==> config.mk <==
export PLATFORM = sky130hd
export DESIGN_NAME = cic_decim_mc_flat
export DESIGN_NICKNAME = d
export VERILOG_FILES = /design/src/rtl/cic_decim_mc_if.sv /design/src/rtl/cic_decim_mc.sv /design/src/flat_wrapper.sv
export SDC_FILE = /design/constraint.sdc
export NUM_CORES = 2
export LEC_CHECK = 0
export ABC_AREA = 1
export CORE_UTILIZATION = 35
export CTS_CLUSTER_DIAMETER = 100
export DETAILED_ROUTE_END_ITERATION = 6
export PLACE_DENSITY = 0.54
export SLEW_MARGIN = 40
export SYNTH_ARGS = -nofsm -noshare
export SYNTH_HDL_FRONTEND = slang
export SYNTH_SLANG_ARGS = --single-unit
export TNS_END_PERCENT = 30
==> constraint.sdc <==
create_clock -name clk50 -period 50.5 [get_ports clk50]
set_input_delay 7.575 -clock clk50 [delete_from_list [all_inputs] [get_ports clk50]]
set_output_delay 7.575 -clock clk50 [all_outputs]
set_load 0.005 [all_outputs]
==> src/rtl/cic_decim_mc_if.sv <==
// Sample/strobe/config inputs and serialized result outputs of the multi-channel CIC decimator.
interface cic_decim_mc_if #(
  parameter int CH      = 2,
  parameter int IN_W    = 14,
  parameter int OUT_W   = 32,
  parameter int DECIM_W = 7,
  parameter int CH_W    = 1
);
  logic [DECIM_W-1:0]      decim_i;
  logic [5:0]              shift_i;
  logic [CH*IN_W-1:0]      data_i;
  logic                    data_nd_i;
  logic signed [OUT_W-1:0] data_o;
  logic [CH_W-1:0]         data_ch_o;
  logic                    data_valid_o;
  logic                    overrun_o;

  modport master (
    output decim_i, shift_i, data_i, data_nd_i,
    input  data_o, data_ch_o, data_valid_o, overrun_o
  );

  modport slave (
    input  decim_i, shift_i, data_i, data_nd_i,
    output data_o, data_ch_o, data_valid_o, overrun_o
  );
endinterface

==> src/rtl/cic_decim_mc.sv <==
// Multi-channel CIC decimator: shared strobe and runtime R, per-channel N-stage integrators/combs, serialized output.
// Define CIC_SAT_EN to saturate the scaled output instead of wrapping it to OUT_W bits.
module cic_decim_mc #(
  parameter int CH      = 2,
  parameter int N       = 4,
  parameter int M       = 1,
  parameter int IN_W    = 14,
  parameter int OUT_W   = 32,
  parameter int DECIM_W = 7,
  parameter int ACC_W   = 48,
  parameter int CH_W    = (CH > 1) ? $clog2(CH) : 1
) (
  input logic           clk50,
  input logic           rst,
  cic_decim_mc_if.slave bus
);

  typedef enum logic {IDLE, SEND} state_t;

`ifdef CIC_SAT_EN
  localparam logic signed [ACC_W-1:0] SAT_MAX =
    $signed({{(ACC_W-OUT_W+1){1'b0}}, {(OUT_W-1){1'b1}}});
  localparam logic signed [ACC_W-1:0] SAT_MIN = ~SAT_MAX;
`endif

  function automatic logic signed [OUT_W-1:0] fit_out(input logic signed [ACC_W-1:0] y);
`ifdef CIC_SAT_EN
    if (y > SAT_MAX) return OUT_W'(SAT_MAX);
    if (y < SAT_MIN) return OUT_W'(SAT_MIN);
    return OUT_W'(y);
`else
    return OUT_W'(y);
`endif
  endfunction

  function automatic logic signed [OUT_W-1:0] scale_out(input logic signed [ACC_W-1:0] c,
                                                        input logic [5:0] sh);
    return fit_out(c >>> sh);
  endfunction

  logic [DECIM_W-1:0]      cnt_q, cnt_d, r_act_q, r_act_d;
  logic                    dec;
  logic signed [ACC_W-1:0] integ_q [CH][N];
  logic signed [ACC_W-1:0] integ_d [CH][N];
  logic signed [ACC_W-1:0] stg_q   [CH][N+1];
  logic signed [ACC_W-1:0] dly_q   [CH][N][M];
  logic [N:0]              vld_q;

  always_comb begin
    dec     = bus.data_nd_i && (cnt_q == r_act_q - 1'b1);
    cnt_d   = cnt_q;
    r_act_d = r_act_q;
    if (bus.data_nd_i) begin
      if (dec) begin
        cnt_d   = '0;
        r_act_d = (bus.decim_i == '0) ? DECIM_W'(1) : bus.decim_i;
      end else begin
        cnt_d = cnt_q + 1'b1;
      end
    end
  end

  // Integrator chain uses post-update values of the previous stage within one sample.
  always_comb begin
    logic signed [ACC_W-1:0] acc;
    for (int c = 0; c < CH; c++) begin
      acc = ACC_W'($signed(bus.data_i[c*IN_W +: IN_W]));
      for (int k = 0; k < N; k++) begin
        acc           = integ_q[c][k] + acc;
        integ_d[c][k] = acc;
      end
    end
  end

  always_ff @(posedge clk50 or posedge rst) begin
    if (rst) begin
      cnt_q   <= '0;
      r_act_q <= DECIM_W'(1);
      vld_q   <= '0;
      for (int c = 0; c < CH; c++) begin
        for (int k = 0; k < N; k++) begin
          integ_q[c][k] <= '0;
          for (int m = 0; m < M; m++) dly_q[c][k][m] <= '0;
        end
        for (int k = 0; k <= N; k++) stg_q[c][k] <= '0;
      end
    end else begin
      cnt_q   <= cnt_d;
      r_act_q <= r_act_d;
      vld_q   <= {vld_q[N-1:0], dec};
      for (int c = 0; c < CH; c++) begin
        // Stage 0: snapshot of the decimating sample's integrator output
        if (bus.data_nd_i) begin
          for (int k = 0; k < N; k++) integ_q[c][k] <= integ_d[c][k];
        end
        if (dec) stg_q[c][0] <= integ_d[c][N-1];
        // Stages 1..N: one comb per cycle, delay lines advance only with a frame
        for (int k = 1; k <= N; k++) begin
          if (vld_q[k-1]) begin
            stg_q[c][k]      <= stg_q[c][k-1] - dly_q[c][k-1][M-1];
            dly_q[c][k-1][0] <= stg_q[c][k-1];
            for (int m = 1; m < M; m++) dly_q[c][k-1][m] <= dly_q[c][k-1][m-1];
          end
        end
      end
    end
  end

  state_t                  state_q, state_d;
  logic [CH_W-1:0]         idx_q, idx_d, ch_q, ch_d;
  logic signed [OUT_W-1:0] res_q [CH];
  logic signed [OUT_W-1:0] data_q, data_d;
  logic                    valid_q, valid_d, ovr_q, ovr_d, load;

  always_comb begin
    state_d = state_q;
    idx_d   = idx_q;
    load    = 1'b0;
    valid_d = 1'b0;
    ovr_d   = 1'b0;
    data_d  = data_q;
    ch_d    = ch_q;
    case (state_q)
      IDLE: begin
        if (vld_q[N]) begin
          load    = 1'b1;
          state_d = SEND;
          idx_d   = '0;
        end
      end
      SEND: begin
        valid_d = 1'b1;
        ch_d    = idx_q;
        data_d  = res_q[idx_q];
        if (idx_q == CH_W'(CH-1)) begin
          // Last word frees the latch, so a frame finishing now goes straight out
          if (vld_q[N]) begin
            load  = 1'b1;
            idx_d = '0;
          end else begin
            state_d = IDLE;
          end
        end else begin
          idx_d = idx_q + 1'b1;
          ovr_d = vld_q[N];
        end
      end
      default: state_d = IDLE;
    endcase
  end

  // Output stage: latch scaled frame, then emit one channel per cycle
  always_ff @(posedge clk50 or posedge rst) begin
    if (rst) begin
      state_q <= IDLE;
      idx_q   <= '0;
      data_q  <= '0;
      ch_q    <= '0;
      valid_q <= 1'b0;
      ovr_q   <= 1'b0;
      for (int c = 0; c < CH; c++) res_q[c] <= '0;
    end else begin
      state_q <= state_d;
      idx_q   <= idx_d;
      data_q  <= data_d;
      ch_q    <= ch_d;
      valid_q <= valid_d;
      ovr_q   <= ovr_d;
      if (load) begin
        for (int c = 0; c < CH; c++) res_q[c] <= scale_out(stg_q[c][N], bus.shift_i);
      end
    end
  end

  assign bus.data_o       = data_q;
  assign bus.data_ch_o    = ch_q;
  assign bus.data_valid_o = valid_q;
  assign bus.overrun_o    = ovr_q;

endmodule

==> src/flat_wrapper.sv <==
// flat-port wrapper written by rule: the top's interface ports become plain ports
module cic_decim_mc_flat 
#(
  parameter int CH      = 2,
  parameter int N       = 4,
  parameter int M       = 1,
  parameter int IN_W    = 14,
  parameter int OUT_W   = 32,
  parameter int DECIM_W = 7,
  parameter int ACC_W   = 48,
  parameter int CH_W    = (CH > 1) ? $clog2(CH) : 1
)
  (clk50, rst, bus_decim_i, bus_shift_i, bus_data_i, bus_data_nd_i, bus_data_o, bus_data_ch_o, bus_data_valid_o, bus_overrun_o);
  cic_decim_mc_if #(.CH(CH), .IN_W(IN_W), .OUT_W(OUT_W), .DECIM_W(DECIM_W), .CH_W(CH_W)) bus_i ();
  input logic clk50;
  input logic rst;
  input wire logic [$bits(bus_i.decim_i)-1:0] bus_decim_i;
  input wire logic [$bits(bus_i.shift_i)-1:0] bus_shift_i;
  input wire logic [$bits(bus_i.data_i)-1:0] bus_data_i;
  input wire logic [$bits(bus_i.data_nd_i)-1:0] bus_data_nd_i;
  output wire logic [$bits(bus_i.data_o)-1:0] bus_data_o;
  output wire logic [$bits(bus_i.data_ch_o)-1:0] bus_data_ch_o;
  output wire logic [$bits(bus_i.data_valid_o)-1:0] bus_data_valid_o;
  output wire logic [$bits(bus_i.overrun_o)-1:0] bus_overrun_o;
  assign bus_i.decim_i = bus_decim_i;
  assign bus_i.shift_i = bus_shift_i;
  assign bus_i.data_i = bus_data_i;
  assign bus_i.data_nd_i = bus_data_nd_i;
  assign bus_data_o = bus_i.data_o;
  assign bus_data_ch_o = bus_i.data_ch_o;
  assign bus_data_valid_o = bus_i.data_valid_o;
  assign bus_overrun_o = bus_i.overrun_o;
  cic_decim_mc #(.CH(CH), .N(N), .M(M), .IN_W(IN_W), .OUT_W(OUT_W), .DECIM_W(DECIM_W), .ACC_W(ACC_W), .CH_W(CH_W)) u_core (.clk50(clk50), .rst(rst), .bus(bus_i));
endmodule
* Word level (Yosys, flattened, before mapping) *
Index checks and enable logic that the tools add are counted.

word-level totals
  register bits = 1368
  output and inout port bits = 35
  logic and storage cells = 83

operators by class
  $add $sub $neg = 19
  $lt $le $gt $ge = 1
  equal/unequal tests = 2
  shifts and indexed selects = 2
  multiplexer cells = 17
  bitwise operators = 2
  reduce and logical (&&, ||, !) cells = 3

operators by type and width
  kind                                                                      count
  48-bit subtractor                                                         8
  48-bit adder                                                              6
  48-bit by 14-bit adder with 48-bit output                                 2
  32-bit two-way mux                                                        3
  48-bit by 6-bit >>> shifter with 32-bit output                            2
  7-bit two-way mux                                                         2
  1-bit two-way mux                                                         9
  7-bit by 1-bit adder with 7-bit output (second input constant)            1
  7-bit == test                                                             1
  7-bit logical NOT                                                         1
  7-bit by 1-bit subtractor with 7-bit output (second input constant)       1
  1-bit one-hot mux with 2 select lines                                     3
  2-bit >= comparator (second input constant)                               1
  2-bit by 1-bit inequality test with 1-bit output (second input constant)  1
  1-bit NOT with 2-bit output                                               1
  2-bit AND reduction                                                       1
  1-bit adder (second input constant)                                       1
  1-bit logical AND                                                         1
  1-bit NOT                                                                 1

* Logic depth before layout (Yosys ltp) *
  depth after elaboration = 4
  gate-level depth with buffers = 50

* Least setup slack after synthesis *
OpenSTA, ideal clock, no wires.

  kind = input-to-reg
  start point = input port bus_data_i[14]
  end point = register u_core.integ_q[46] in the netlist's numbering
  library setup time = 136 ps
  arrival time = 13582 ps
  required time = 50364 ps
  setup slack = 36782 ps
  cell stages on the path = 47
  buffers on the path = 0
  path through = ha_1 inv_1 fa_1 inv_1 nand3_1 nand2_1 nand2_1 nand2_1 nand3_1 nand2_2 a31oi_4 o21ai_2 nand2_1 nand2_1 a21oi_1 xnor2_1 ha_1 nand2_1 [... 11 more ...] inv_1 a31oi_1 o21ai_0 a21oi_1 nand2_1 xor2_1 ha_1 nand2_1 nor2_1 inv_1 nor4_1 nand3_1 nand3_1 nand2_1 o211ai_1 a31oi_1 xor2_1 o21ai_0

RTL lines
  element                        RTL line            source
  start, declared                flat_wrapper.sv:19  input wire logic [$bits(bus_i.data_i)-1:0] bus_data_i;
  end signal, assigned by index  cic_decim_mc.sv:82  integ_q[c][k] <= '0;
  end, declared                  cic_decim_mc.sv:43  logic signed [ACC_W-1:0] integ_q [CH][N];

==> key figures <==
Status
  • Status: finished clean

Synthesis
  • Mapped Avg Cell Area: 7.19 um2
  • Post-synth net total: 14416
  • Post-synthesis async set-or-reset flop share: 100%
  • Synth Cell Area: 97800 um2
  • Top FF cell, synth: dfrtp_1
  • Synth cell types: 82
  • Yosys warnings: 0
  • Mapped Cells: 13598
  • Post-synth EDFFs: 0
  • Register area share after synthesis: 35.0%
  • Post-synthesis register bit count: 1368

STA
  • Minimum clock period: 15.39 ns
  • Worst-Margin Slew: 0.830 ns
  • Setup Viol. Count Final: 0
  • Endpoints failing hold: 0
  • RSZ-0062 raised after global routing: false
  • Max Slew Vio Count: 0
  • Period utilisation layout: 30.5%
  • Layout Skew: 0.0590 ns
  • Total Neg Setup Slack: 0 ns
  • Slew margin rel.: 44.6%
  • Fmax: 0.0650 GHz

Cells and area
  • Commonest non-fill, non-tap cell in the layout: nand2_1
  • Share of cells above drive strength 1: 4.99%
  • # fillers: 29666
  • Sequential Area: 34300 um2
  • Final cell count without fillers: 17354
  • Final Core Density: 39.0%
  • Multi-input gate area: 56600 um2
  • Layout net count: 14341
  • Most frequent cells in the layout: 3734 x nand2_1, 1468 x o21ai_0, 1421 x inv_1, 1362 x dfrtp_1, 1102 x nor2_1
  • Area Overhead vs Synth: 10.6%

Worst setup path
  • Crit-path max cell delay: 0.63 ns
  • CP arrival: 16.04 ns
  • CP Capture Type: flop
  • CP max FO: 35
  • CP delay by family, top: compound AO/OA/AOI/OAI gates
  • Crit path launch type: input pin
  • R2R Path Start: u_core.integ_q[336]
  • Most frequent CP cell: a21oi_1
  • CP Buf/Inv Count: 4
  • Slowest cell on the critical path: nor4_1
  • CP Class: input pin to flop
  • CP Launch Point: bus_data_i[13]
  • CP required: 51.16 ns

Clock tree
  • Reg clk slew, reported paths: 0.06 ns
  • Clk sinks: 1368
  • H-tree level count: 4
  • Clk_lat worst skew: 0.85 ns
  • Setup Fix Bufs, Post-CTS: 0
  • Root Buffer: clkbuf_16
  • # resized after CTS: 0
  • Cts hold-fix bufs: 0
  • CTS tree: built
  • TritonCTS buffer count: 171
  • Clk buf depth: 4

Global routing
  • Most crowded layer after global routing: met2
  • Global-route track usage on met2: 32.0%
  • Global-route track usage on met3: 1.86%
  • First-pass GRT wire length: 447000 um
  • Largest net degree at the start of global routing: 147
  • Initial antenna violation count: 2
  • Grt met1 use: 26.4%
  • Vias in the first global route: 83433
  • GR Overflow Total: 0
  • GRT Util Overall: 19.3%

Detailed routing
  • DRC viols: 0
  • Initial DRC Count: 5059
  • Routed wire per std cell: 15.8 um
  • Final WL: 275000 um
  • DRT Pass-1 Iters: 6
  • Antenna-violating nets left: 0
  • Via count: 85667
  • Post-DR vias/cell: 4.94

Floorplan
  • Die H: 530 um
  • Initial Util: 35.3%
  • Die area: 281000 um2
  • Core Area: 277000 um2
  • I/O pin total: 79
  • Die width: 530 um
  • Num rows: 193

Hold path
  • Hold_sp: u_core.vld_q[4]
  • Hold crit path type: flop to flop

Placement
  • DP HPWL: 213000 um
  • Port Buffers: 78
  • Routability cong.: 0.908
  • Post-Place Cells: 17050

Run
  • Max Cap Viol: 0
[cells by family (layout without fill, tap and decap cells)]
group           Yosys count  after routing  share of synthesized area (%)
xor+xnor                520            520                           4.67
buf+inv                1836           1886                           7.15
simple gates           5645           5645                           23.3
mux                      46             46                          0.471
other cells               0              1                              0
fa+ha+maj               774            774                           10.0
compound gates         3409           3409                           19.4
flops                  1368           1368                           35.0
[synth_stat cells (136+ instances only)]
cell | n | area [um2]
a21oi_1 | 1069 | 5350
a31oi_1 | 285 | 1780
clkbuf_1 | 326 | 1220
dfrtp_1 | 1367 | 34200
ha_1 | 758 | 9480
inv_1 | 1426 | 5350
nand2_1 | 3734 | 14000
nand3_1 | 387 | 1940
nor2_1 | 1103 | 4140
o21ai_0 | 1468 | 7350
or2_2 | 136 | 851
xnor2_1 | 176 | 1540
xor2_1 | 342 | 3000
[path summary, 6_finish.rpt]
check / to / slack (ns) / cells past startpoint
max: u_core.stg_q[477] / 35.11 / 38
min: u_core.idx_q / 0.45 / 1
max reg2reg: u_core.stg_q[477] / 42.20 / 36
min reg2reg: u_core.idx_q / 0.45 / 1
max in group asynchronous: u_core.integ_q[159] / 39.08 / 9
min in group asynchronous: u_core.dly_q[235] / 7.25 / 2
[final cells by class]
cell class	instances	share of cell area [%]
flip-flops and latches	1368	31.7
well taps	3705	4.29
repair buffers	146	1.39
multi-input cells	10394	52.3
inverters	1442	5.03
clock buffers	221	4.47
diodes	1	0.00231
clock inverters	77	0.852
[sequential cells by signal, indices dropped and copies added, names as in the netlist]
| signal | count |
|---|---|
| u_core.bus.data_ch_o | 1 |
| u_core.bus.data_o | 32 |
| u_core.bus.data_valid_o | 1 |
| u_core.bus.overrun_o | 1 |
| u_core.cnt_q | 7 |
| u_core.dly_q | 384 |
| u_core.idx_q | 1 |
| u_core.integ_q | 384 |
| u_core.r_act_q | 7 |
| u_core.res_q | 64 |
| u_core.state_q | 1 |
| u_core.stg_q | 480 |
| u_core.vld_q | 5 |
[through the flow]
stage | worst slack [ns] | area [um2] | hold slack, ns
4_1_cts | 35.23 | 108000 | 0.454
3_5_place_dp | 34.38 | 102000 | 0.444
2_1_floorplan | 4.36 | 97800 | 0.352
3_3_place_gp | 34.38 | 102000 | 0.442
6_report | 35.11 | 108000 | 0.446
5_1_grt | 34.61 | 108000 | 0.474
[worst reg2reg max path, delay by kind of cell (launching register included)]
| kind | cells | cell delay, ns |
|---|---|---|
| adder cells (fa/ha/maj) | 5 | 1.52 |
| XOR/XNOR | 4 | 0.88 |
| AND/OR/NAND/NOR | 14 | 2.67 |
| AO/OA/AOI/OAI | 13 | 2.73 |
| flip-flops | 1 | 0.38 |
[per-layer routing]
layer	part of all wire (%)	up-vias
met5	0	-
met4	3.3	0
met3	2.7	419
met2	46	1176
met1	49	39040
li1	-	45032
Power is not shown: default switching activity piles up to over one toggle a cycle in this logic, so the estimate is an artifact.
